<file path="config.mk">
export PLATFORM = sky130hd
export DESIGN_NAME = tdm_demux
export DESIGN_NICKNAME = d
export VERILOG_FILES = /design/src/rtl/tdm_pkg.sv /design/src/rtl/tdm_slot_counter.sv /design/src/rtl/tdm_demux.sv
export SDC_FILE = /design/constraint.sdc
export NUM_CORES = 1
export LEC_CHECK = 0
export CAP_MARGIN = 20
export CELL_PAD_IN_SITES_DETAIL_PLACEMENT = 1
export CELL_PAD_IN_SITES_GLOBAL_PLACEMENT = 1
export CORE_MARGIN = 1.5
export CORE_UTILIZATION = 45
export DETAILED_ROUTE_END_ITERATION = 10
export PLACE_DENSITY = 0.9
export SLEW_MARGIN = 20
export SYNTH_ARGS = -nofsm -noshare
export SYNTH_HDL_FRONTEND = slang
export SYNTH_SLANG_ARGS = --single-unit
export TNS_END_PERCENT = 50
</file>
<file path="constraint.sdc">
create_clock -name clk -period 3.9 [get_ports clk]
set_input_delay 0.78 -clock clk [delete_from_list [all_inputs] [get_ports clk]]
set_output_delay 0.78 -clock clk [all_outputs]
set_load 0.005 [all_outputs]
</file>
<file path="src/rtl/tdm_pkg.sv">
`default_nettype none
// ============================================================================
//  Module   : tdm_pkg
//  Purpose  : Shared types and constants for the TDM demultiplexer.
//             The PAR state exists only when TDM_PARITY_EN is defined.
//  Revision : 1.0 - initial release
// ============================================================================
package tdm_pkg;

  // Default number of 1-bit slots per frame
  localparam int TDM_N_CH_DEFAULT = 8;

  // Frame receiver states
  typedef enum logic [1:0] {
    IDLE = 2'd0,
    RECV = 2'd1
`ifdef TDM_PARITY_EN
    ,
    PAR  = 2'd2
`endif
  } tdm_state_t;

endpackage
`default_nettype wire

</file>
<file path="src/rtl/tdm_slot_counter.sv">
`default_nettype none
// ============================================================================
//  Module   : tdm_slot_counter
//  Purpose  : Slot index within the current frame. Loads 1 on frame start
//             (slot 0 is captured in that same cycle), increments per slot,
//             saturates at N_CH-1 and flags the terminal slot.
//  Revision : 1.0 - initial release
// ============================================================================
module tdm_slot_counter #(
  parameter int N_CH = 8
) (
  input  logic                    clk,
  input  logic                    resetn,
  input  logic                    i_load,
  input  logic                    i_inc,
  input  logic                    i_clr,
  output logic [$clog2(N_CH)-1:0] o_cnt,
  output logic                    o_tc
);

  localparam int CW = $clog2(N_CH);

  logic [CW-1:0] r_cnt;
  logic          w_tc;

  // Terminal count: the slot currently being captured is the last data slot
  assign w_tc = (r_cnt == CW'(N_CH - 1));

  // Counter register: load wins over clear, increment never wraps
  always_ff @(posedge clk or negedge resetn) begin
    if (!resetn) begin
      r_cnt <= '0;
    end else if (i_load) begin
      r_cnt <= CW'(1);
    end else if (i_clr) begin
      r_cnt <= '0;
    end else if (i_inc && !w_tc) begin
      r_cnt <= r_cnt + 1'b1;
    end
  end

  assign o_cnt = r_cnt;
  assign o_tc  = w_tc;

endmodule
`default_nettype wire

</file>
<file path="src/rtl/tdm_demux.sv">
`default_nettype none
// ============================================================================
//  Module   : tdm_demux
//  Purpose  : Serial TDM bit stream to parallel frame demultiplexer with a
//             one-deep valid/ready output register, sticky overrun and a
//             resync pulse when a frame start interrupts a partial frame.
//  Options  : TDM_PARITY_EN - each frame carries a trailing even-parity bit,
//             checked into parity_err alongside data_out.
//  Revision : 1.0 - initial release
// ============================================================================
module tdm_demux
  import tdm_pkg::*;
#(
  parameter int N_CH = TDM_N_CH_DEFAULT
) (
  input  logic            clk,
  input  logic            resetn,
  input  logic            din,
  input  logic            sync,
  input  logic            out_ready,
  output logic [N_CH-1:0] data_out,
  output logic            out_valid,
  output logic            overrun,
  output logic            resync,
  output logic            parity_err
);

  localparam int CW = $clog2(N_CH);

  tdm_state_t      r_state;
  tdm_state_t      w_state_nxt;
  logic            w_cnt_load;
  logic            w_cnt_inc;
  logic            w_cnt_clr;
  logic            w_cnt_tc;
  logic [CW-1:0]   w_cnt;
  logic            w_done;
  logic            w_resync;
  logic [N_CH-1:0] r_frame;
  logic [N_CH-1:0] w_frame_cap;
  logic [N_CH-1:0] w_done_data;
  logic [N_CH-1:0] r_data_out;
  logic            r_out_valid;
  logic            r_overrun;

  tdm_slot_counter #(
    .N_CH (N_CH)
  ) u_slot_counter (
    .clk    (clk),
    .resetn (resetn),
    .i_load (w_cnt_load),
    .i_inc  (w_cnt_inc),
    .i_clr  (w_cnt_clr),
    .o_cnt  (w_cnt),
    .o_tc   (w_cnt_tc)
  );

  // State register
  always_ff @(posedge clk or negedge resetn) begin
    if (!resetn) begin
      r_state <= IDLE;
    end else begin
      r_state <= w_state_nxt;
    end
  end

  // Next state, counter control, frame-done and resync decode
  always_comb begin
    w_state_nxt = r_state;
    w_cnt_load  = 1'b0;
    w_cnt_inc   = 1'b0;
    w_cnt_clr   = 1'b0;
    w_done      = 1'b0;
    w_resync    = 1'b0;
    case (r_state)
      IDLE: begin
        if (sync) begin
          w_cnt_load  = 1'b1;
          w_state_nxt = RECV;
        end
      end
      RECV: begin
        if (sync) begin
          w_cnt_load  = 1'b1;
          w_resync    = 1'b1;
          w_state_nxt = RECV;
        end else if (w_cnt_tc) begin
          w_cnt_clr   = 1'b1;
`ifdef TDM_PARITY_EN
          w_state_nxt = PAR;
`else
          w_done      = 1'b1;
          w_state_nxt = IDLE;
`endif
        end else begin
          w_cnt_inc   = 1'b1;
        end
      end
`ifdef TDM_PARITY_EN
      PAR: begin
        if (sync) begin
          w_cnt_load  = 1'b1;
          w_resync    = 1'b1;
          w_state_nxt = RECV;
        end else begin
          w_done      = 1'b1;
          w_state_nxt = IDLE;
        end
      end
`endif
      default: begin
        w_state_nxt = IDLE;
      end
    endcase
  end

  // Current frame with this cycle's bit dropped into the addressed slot
  always_comb begin
    w_frame_cap        = r_frame;
    w_frame_cap[w_cnt] = din;
  end

  // Frame assembly: a frame start clears stale slots from any partial frame
  always_ff @(posedge clk or negedge resetn) begin
    if (!resetn) begin
      r_frame <= '0;
    end else if (w_cnt_load) begin
      r_frame <= {{(N_CH-1){1'b0}}, din};
    end else if (r_state == RECV) begin
      r_frame <= w_frame_cap;
    end
  end

`ifdef TDM_PARITY_EN
  logic w_done_perr;
  logic r_perr;

  // Data is complete in r_frame by the time the parity bit arrives
  assign w_done_data = r_frame;
  assign w_done_perr = (^r_frame) ^ din;

  // Parity flag travels with the delivered frame
  always_ff @(posedge clk or negedge resetn) begin
    if (!resetn) begin
      r_perr <= 1'b0;
    end else if (w_done && (!r_out_valid || out_ready)) begin
      r_perr <= w_done_perr;
    end
  end

  assign parity_err = r_perr & r_out_valid;
`else
  // Last data bit is still on din when the frame completes
  assign w_done_data = w_frame_cap;
  assign parity_err  = 1'b0;
`endif

  // Output register: load on completion when empty or being drained,
  // otherwise the new frame is dropped and overrun latches
  always_ff @(posedge clk or negedge resetn) begin
    if (!resetn) begin
      r_data_out  <= '0;
      r_out_valid <= 1'b0;
      r_overrun   <= 1'b0;
    end else if (w_done) begin
      if (!r_out_valid || out_ready) begin
        r_data_out  <= w_done_data;
        r_out_valid <= 1'b1;
      end else begin
        r_overrun   <= 1'b1;
      end
    end else if (r_out_valid && out_ready) begin
      r_out_valid <= 1'b0;
    end
  end

  assign data_out  = r_data_out;
  assign out_valid = r_out_valid;
  assign overrun   = r_overrun;
  assign resync    = w_resync;

endmodule
`default_nettype wire
</file>
==> results.md, run 1 <==
* Die Y-Extent at 53.4 microns
* MaxCap Viol Count at 0
* # DRC at 0
* Layout cells sized above 1 at 20.4%
* Antenna Nets Post-Route at 0
* Post-synthesis register bit count at 22
* Ys Warns at 0
* Sequential share of the synthesized area at 48.1%
* Worst EP arrival at 2.26 ns
* Clk sinks at 22
* RSZ-0062 raised after global routing: no
* Crit path to: resync
* Horiz. Die Dim at 53.4 microns
* H-tree levels at 1
* DR vias at 756
* Max VDD drop at 0.289 mV
* Initial drt markers at 5
* Total global routing overflow at 0
* Routed wire length at 2230 microns
* Initial Util at 47.1%
* Die area at 2860 sq um
* FF-to-FF path depth at 6
* Largest net degree at the start of global routing at 23
* Syn Std Cell Area at 1140 sq um
* First-pass GRT wire length at 3740 microns
* DPL Wire Length at 1480 microns
* CTS tree: built
* Seq. cell area at 551 sq um
* Crit share post-route at 78.1%
* P&R area growth vs syn at 15.2%
* Clock Path Buffers at 2
* Area contributors post-synth: dfrtp_1 (48%), mux2_2 (8.9%), mux2i_1 (8.7%)
* Placed cell areas at 1290 sq um
* Post-cts resize count at 0
* R2R Path End: data_out[0]
* Final hold slack at 0.402 ns
* Status: complete, no violations
* DR vias/cell at 5.48
* Hold Buf Count CTS at 0
* # fillers at 255
* Slew Viols, Final at 0
* Overall routing resource usage at 18.7%
* Layout Skew at 0.0121 ns
* Startpoint Class: input port
* Distinct cells, synth at 29
* Routed wire per std cell at 16.2 microns
* R2R Setup Slk at 1.83 ns
* Worst skew pair latency at 0.32 ns
* Mapped Cells at 96
* CP Max Fanout at 14
* P_leak at 0.618 nW
* Worst EP required at 3.12 ns
* WS Path Type: input port to output pin
* Post-synth top area share at 48.1%
* Port-buffer cells at 15
* Total power at 627 uW
* Core area at 2430 sq um
* Number of diodes at 0
* Post-CTS setup buffers at 0
* Layout Nets at 116
* Syn_nets at 103
* Syn avg cell area at 11.9 sq um
* Post-synth top area cell: dfrtp_1
* CTS Root Cell: clkbuf_4
* CTS buffer count at 3
* Post-Place Setup Slack at 0.850 ns
* Critical Path Start: sync
* Clk pin slew, worst setup/hold paths at 0.14 ns
* Vias in the first global route at 775
* Reg-to-Reg Start: u_slot_counter.o_cnt[0]
* Crit. End Element: output pin
* Max-slew headroom at 66.1%
* Io pins at 17
* Power per cell area at 475 nW/um^2
* Slew at the pin closest to its max-slew limit at 0.509 ns
* Fin util at 54.2%
* Placed cell count at 134
* Drt first pass iters at 3
* Final hold vios at 0
* Setup tns final at 0 ns
* Final setup vio count at 0
* Initial antenna violation count at 0
* Gp weighted congestion at 0.737
* Worst min path class: input port to asynchronous set/reset pin
* Fin cells at 138
* Non-Filler Cell Area, Final at 1320 sq um
* Row cnt at 18
* Fin crit period at 3.04 ns
* Fmax achieved at 328 MHz
* Setup ws final at 0.856 ns
* Multi-input logic area at 531 sq um
==> sequential cells by signal, indices dropped and copies added (netlist names) <==
register and cells:
data_out 8, r_state 1, u_slot_counter.o_cnt 3, r_frame 8, out_valid 1, overrun 1
==> power breakdown <==
group,switching [mW],internal [mW],total [mW]
Clock,0.0737,0.0570,0.131
Sequential,0.0463,0.270,0.316
Combinational,0.0624,0.117,0.180
==> cell usage in the layout, fill, tap and decap left out, types with 2 or more instances in the layout <==
master,synthesis,routed
dfrtp_1,22,22
a21oi_1,2,2
clkbuf_4,0,3
mux2_2,9,9
nand4b_1,2,2
inv_1,3,3
and4bb_2,2,2
nand2_1,2,2
nand3b_1,5,5
nor3b_1,2,2
ha_1,2,2
a211oi_1,2,2
mux2i_1,10,10
o21bai_1,2,2
mux2_4,4,4
clkdlybuf4s50_1,0,14
nor2_1,9,9
==> synthesized netlist by cell type <==
master / instances
mux2_4: 4
and2_1: 1
and4bb_2: 2
nor2_1: 9
conb_1: 1
buf_2: 3
mux2_2: 9
nor3_1: 1
nand2b_1: 1
nor4b_1: 1
a211oi_1: 2
inv_1: 3
dfrtp_1: 22
o31ai_1: 1
clkbuf_1: 2
nor3b_2: 1
mux2i_1: 10
nand2_1: 2
nand3b_1: 5
o21bai_1: 2
buf_4: 1
ha_1: 2
a21oi_1: 2
nand4_1: 1
nand3_1: 1
buf_6: 2
nand4b_1: 2
nor3b_1: 2
nor2b_1: 1
==> layer usage <==
layer | track usage (%) | part of all wire [%] | vias up
met1 | 24.4 | 44 | 384
met5 | 0 | 0 | -
met4 | 9.40 | 2.9 | 0
met2 | 29.0 | 52 | 9
li1 | - | - | 357
met3 | 3.67 | 1.6 | 6
==> worst max-delay path, cell delays in order <==
cell             delay (ns)
clkdlybuf4s50_1        0.77
and2_1                 0.21
clkdlybuf4s50_1        0.51
==> worst min-delay path by stage <==
stage,start,to,slack (ns),depth (start not counted)
final,resetn,out_valid,0.40,1
after global routing,resetn,u_slot_counter.o_cnt[0],0.42,1
after CTS,overrun,overrun,0.50,1
after detailed placement,overrun,overrun,0.46,1
after global placement,overrun,overrun,0.46,1
after floorplan,overrun,overrun,0.47,1
==> area by class of cell <==
cell class,instances,share of cell area (%)
sequential,22,41.7
multi-input combinational,63,40.2
tap,30,2.85
inverter,3,0.854
timing repair buffer,16,11.6
clock buffer,4,2.75
==> logic make-up after synthesis <==
kind of cell	after synthesis	synth area share (%)
multiplexers	23	22.8
buffers and inverters	11	5.57
AND/OR/NAND/NOR	30	16.8
AO/OA/AOI/OAI	7	4.15
adder cells (fa/ha/maj)	2	2.19
flip-flops	22	48.1
other	1	0.328
Note: power is estimated with default switching activity, not from simulation.
==> run 2: changes to the inputs <==
CORE_UTILIZATION = 42   (was 45)
PLACE_DENSITY = 0.86   (was 0.9)
clock period = 3.1 ns   (was 3.9 ns; I/O delays follow)
==> results.md, run 2 (synthesis gave the netlist of run 1 again) <==
* Layout cells sized above 1 at 21.1%
* Clock group share of total power at 20.5%
* Routed wire per std cell at 15.1 microns
* Met3 GRT Util at 3.51%
* Worst EP arrival at 1.74 ns
* Hold Buf Count CTS at 0
* H-tree levels at 1
* Antenna Nets Post-Route at 0
* Overall routing resource usage at 15.2%
* Status: complete, no violations
* Post-cts resize count at 0
* Number of diodes at 0
* Total power at 779 uW
* Layout Nets at 117
* DR vias/cell at 5.47
* Most common cell after layout, fill and taps aside: dfrtp_1
* First-pass GRT wire length at 3670 microns
* Setup tns final at 0 ns
* Switching power at 219 uW
* CTS tree: built
* Crit. End Element: output pin
* GRT Max-Usage Layer: met2
* Initial Util at 45.4%
* Placed cell areas at 1290 sq um
* Drt first pass iters at 4
* Clk pin slew, worst setup/hold paths at 0.12 ns
* # fillers at 283
* Core area at 2520 sq um
* CP Max Fanout at 2
* Total global routing overflow at 0
* Gp weighted congestion at 0.703
* WS Path Type: input port to output pin
* Worst skew pair latency at 0.31 ns
* Internal power at 560 uW
* DR vias at 760
* # DRC at 0
* Critical path's slowest cell: clkdlybuf4s50_1
* Commonest cells after routing, fill and taps aside: dfrtp_1 (22), clkdlybuf4s50_1 (14), mux2i_1 (10), mux2_2 (9), nor2_1 (9)
* Met1 usage at 19.1%
* MaxCap Viol Count at 0
* Port-buffer cells at 15
* Power per cell area at 588 nW/um^2
* Largest net degree at the start of global routing at 23
* Fmax achieved at 425 MHz
* Sequential fraction of design power at 50.9%
* Met2 Use GR at 25.2%
* Clk sinks at 22
* Initial antenna violation count at 0
* Post-Place Setup Slack at 0.725 ns
* Max incr delay on CP at 0.50 ns
* Comb pwr share at 28.6%
* CTS buffer count at 3
* Row cnt at 18
* Critical-path cell list: clkdlybuf4s50_1 -> and2_1 -> clkdlybuf4s50_1
* Initial drt markers at 3
* Non-Filler Cell Area, Final at 1330 sq um
* Fin crit period at 2.36 ns
* Fin cells at 139
* Post-CTS setup buffers at 0
* Layout Skew at 0.00756 ns
* P_leak at 0.623 nW
* Die area at 3050 sq um
* Max VDD drop at 0.318 mV
* Worst min path class: input port to asynchronous set/reset pin
* DPL Wire Length at 1460 microns
* Final setup vio count at 0
* Placed cell count at 135
* Clock Path Buffers at 2
* Vias in the first global route at 793
* Startpoint Class: input port
* RSZ-0062 raised after global routing: no
* Worst EP required at 2.48 ns
* CTS Root Cell: clkbuf_4
* Routed wire length at 2090 microns
* Setup ws final at 0.744 ns
* Crit-path most repeated cell: clkdlybuf4s50_1
* P&R area growth vs syn at 15.8%
* Horiz. Die Dim at 55.2 microns
* Sw frac at 28.1%
* Die Y-Extent at 55.2 microns
* Io pins at 17
* Crit share post-route at 76.0%
* Final hold vios at 0
* Slew Viols, Final at 0
[run 2: changes by cell type in the layout (fill, tap and decap cells not counted)]
cell	previous run	this run
buf_4	1	2
[run 2: worst paths after layout]
| kind | from | to | slack, ns | cells past startpoint |
|---|---|---|---|---|
| setup / recovery | sync | resync | 0.74 | 3 |
| hold / removal | resetn | out_valid | 0.25 | 1 |
| setup reg to reg | u_slot_counter.o_cnt[1] | data_out[2] | 1.04 | 6 |
| hold reg to reg | overrun | overrun | 0.50 | 1 |
| max in group asynchronous | resetn | data_out[5] | 2.51 | 1 |
| min in group clk | overrun | overrun | 0.50 | 1 |
[run 2: area by class of cell]
cell class,instances,area (sq um),area share [%]
sequential,22,551,41.5
inverter,3,11.3,0.849
clock buffer,4,36.3,2.74
tap,30,37.5,2.83
multi-input combinational,63,531,40.0
timing repair buffer,17,160,12.1
[run 2: power groups by stage]
stage | Combinational [mW] | Clock, mW | Sequential [mW]
2_1_floorplan | 0.147 | 0 | 0.382
3_3_place_gp | 0.218 | 0 | 0.400
3_5_place_dp | 0.229 | 0 | 0.403
4_1_cts | 0.230 | 0.168 | 0.397
5_1_grt | 0.247 | 0.179 | 0.406
6_report | 0.223 | 0.160 | 0.397
[run 2: per-stage QoR]
step                      utilization [%]  hold slack (ns)
final                                52.6            0.247
after global routing                 52.6            0.275
after CTS                            52.8            0.512
after detailed placement             51.3            0.479
after global placement               51.3            0.458
after floorplan                         -            0.324
[run 2: per-layer routing]
layer / routed length [microns] / vias up / part of all wire (%)
li1: - / 362 / -
met4: 38 / 0 / 1.8
met3: 67 / 5 / 3.2
met2: 1080 / 12 / 52
met5: 0 / - / 0
met1: 906 / 381 / 43
[run 2: critical path, delay by kind of cell]
family,cells,cell delay (ns)
and+or+nand+nor,1,0.13
buffers and inverters,2,0.99
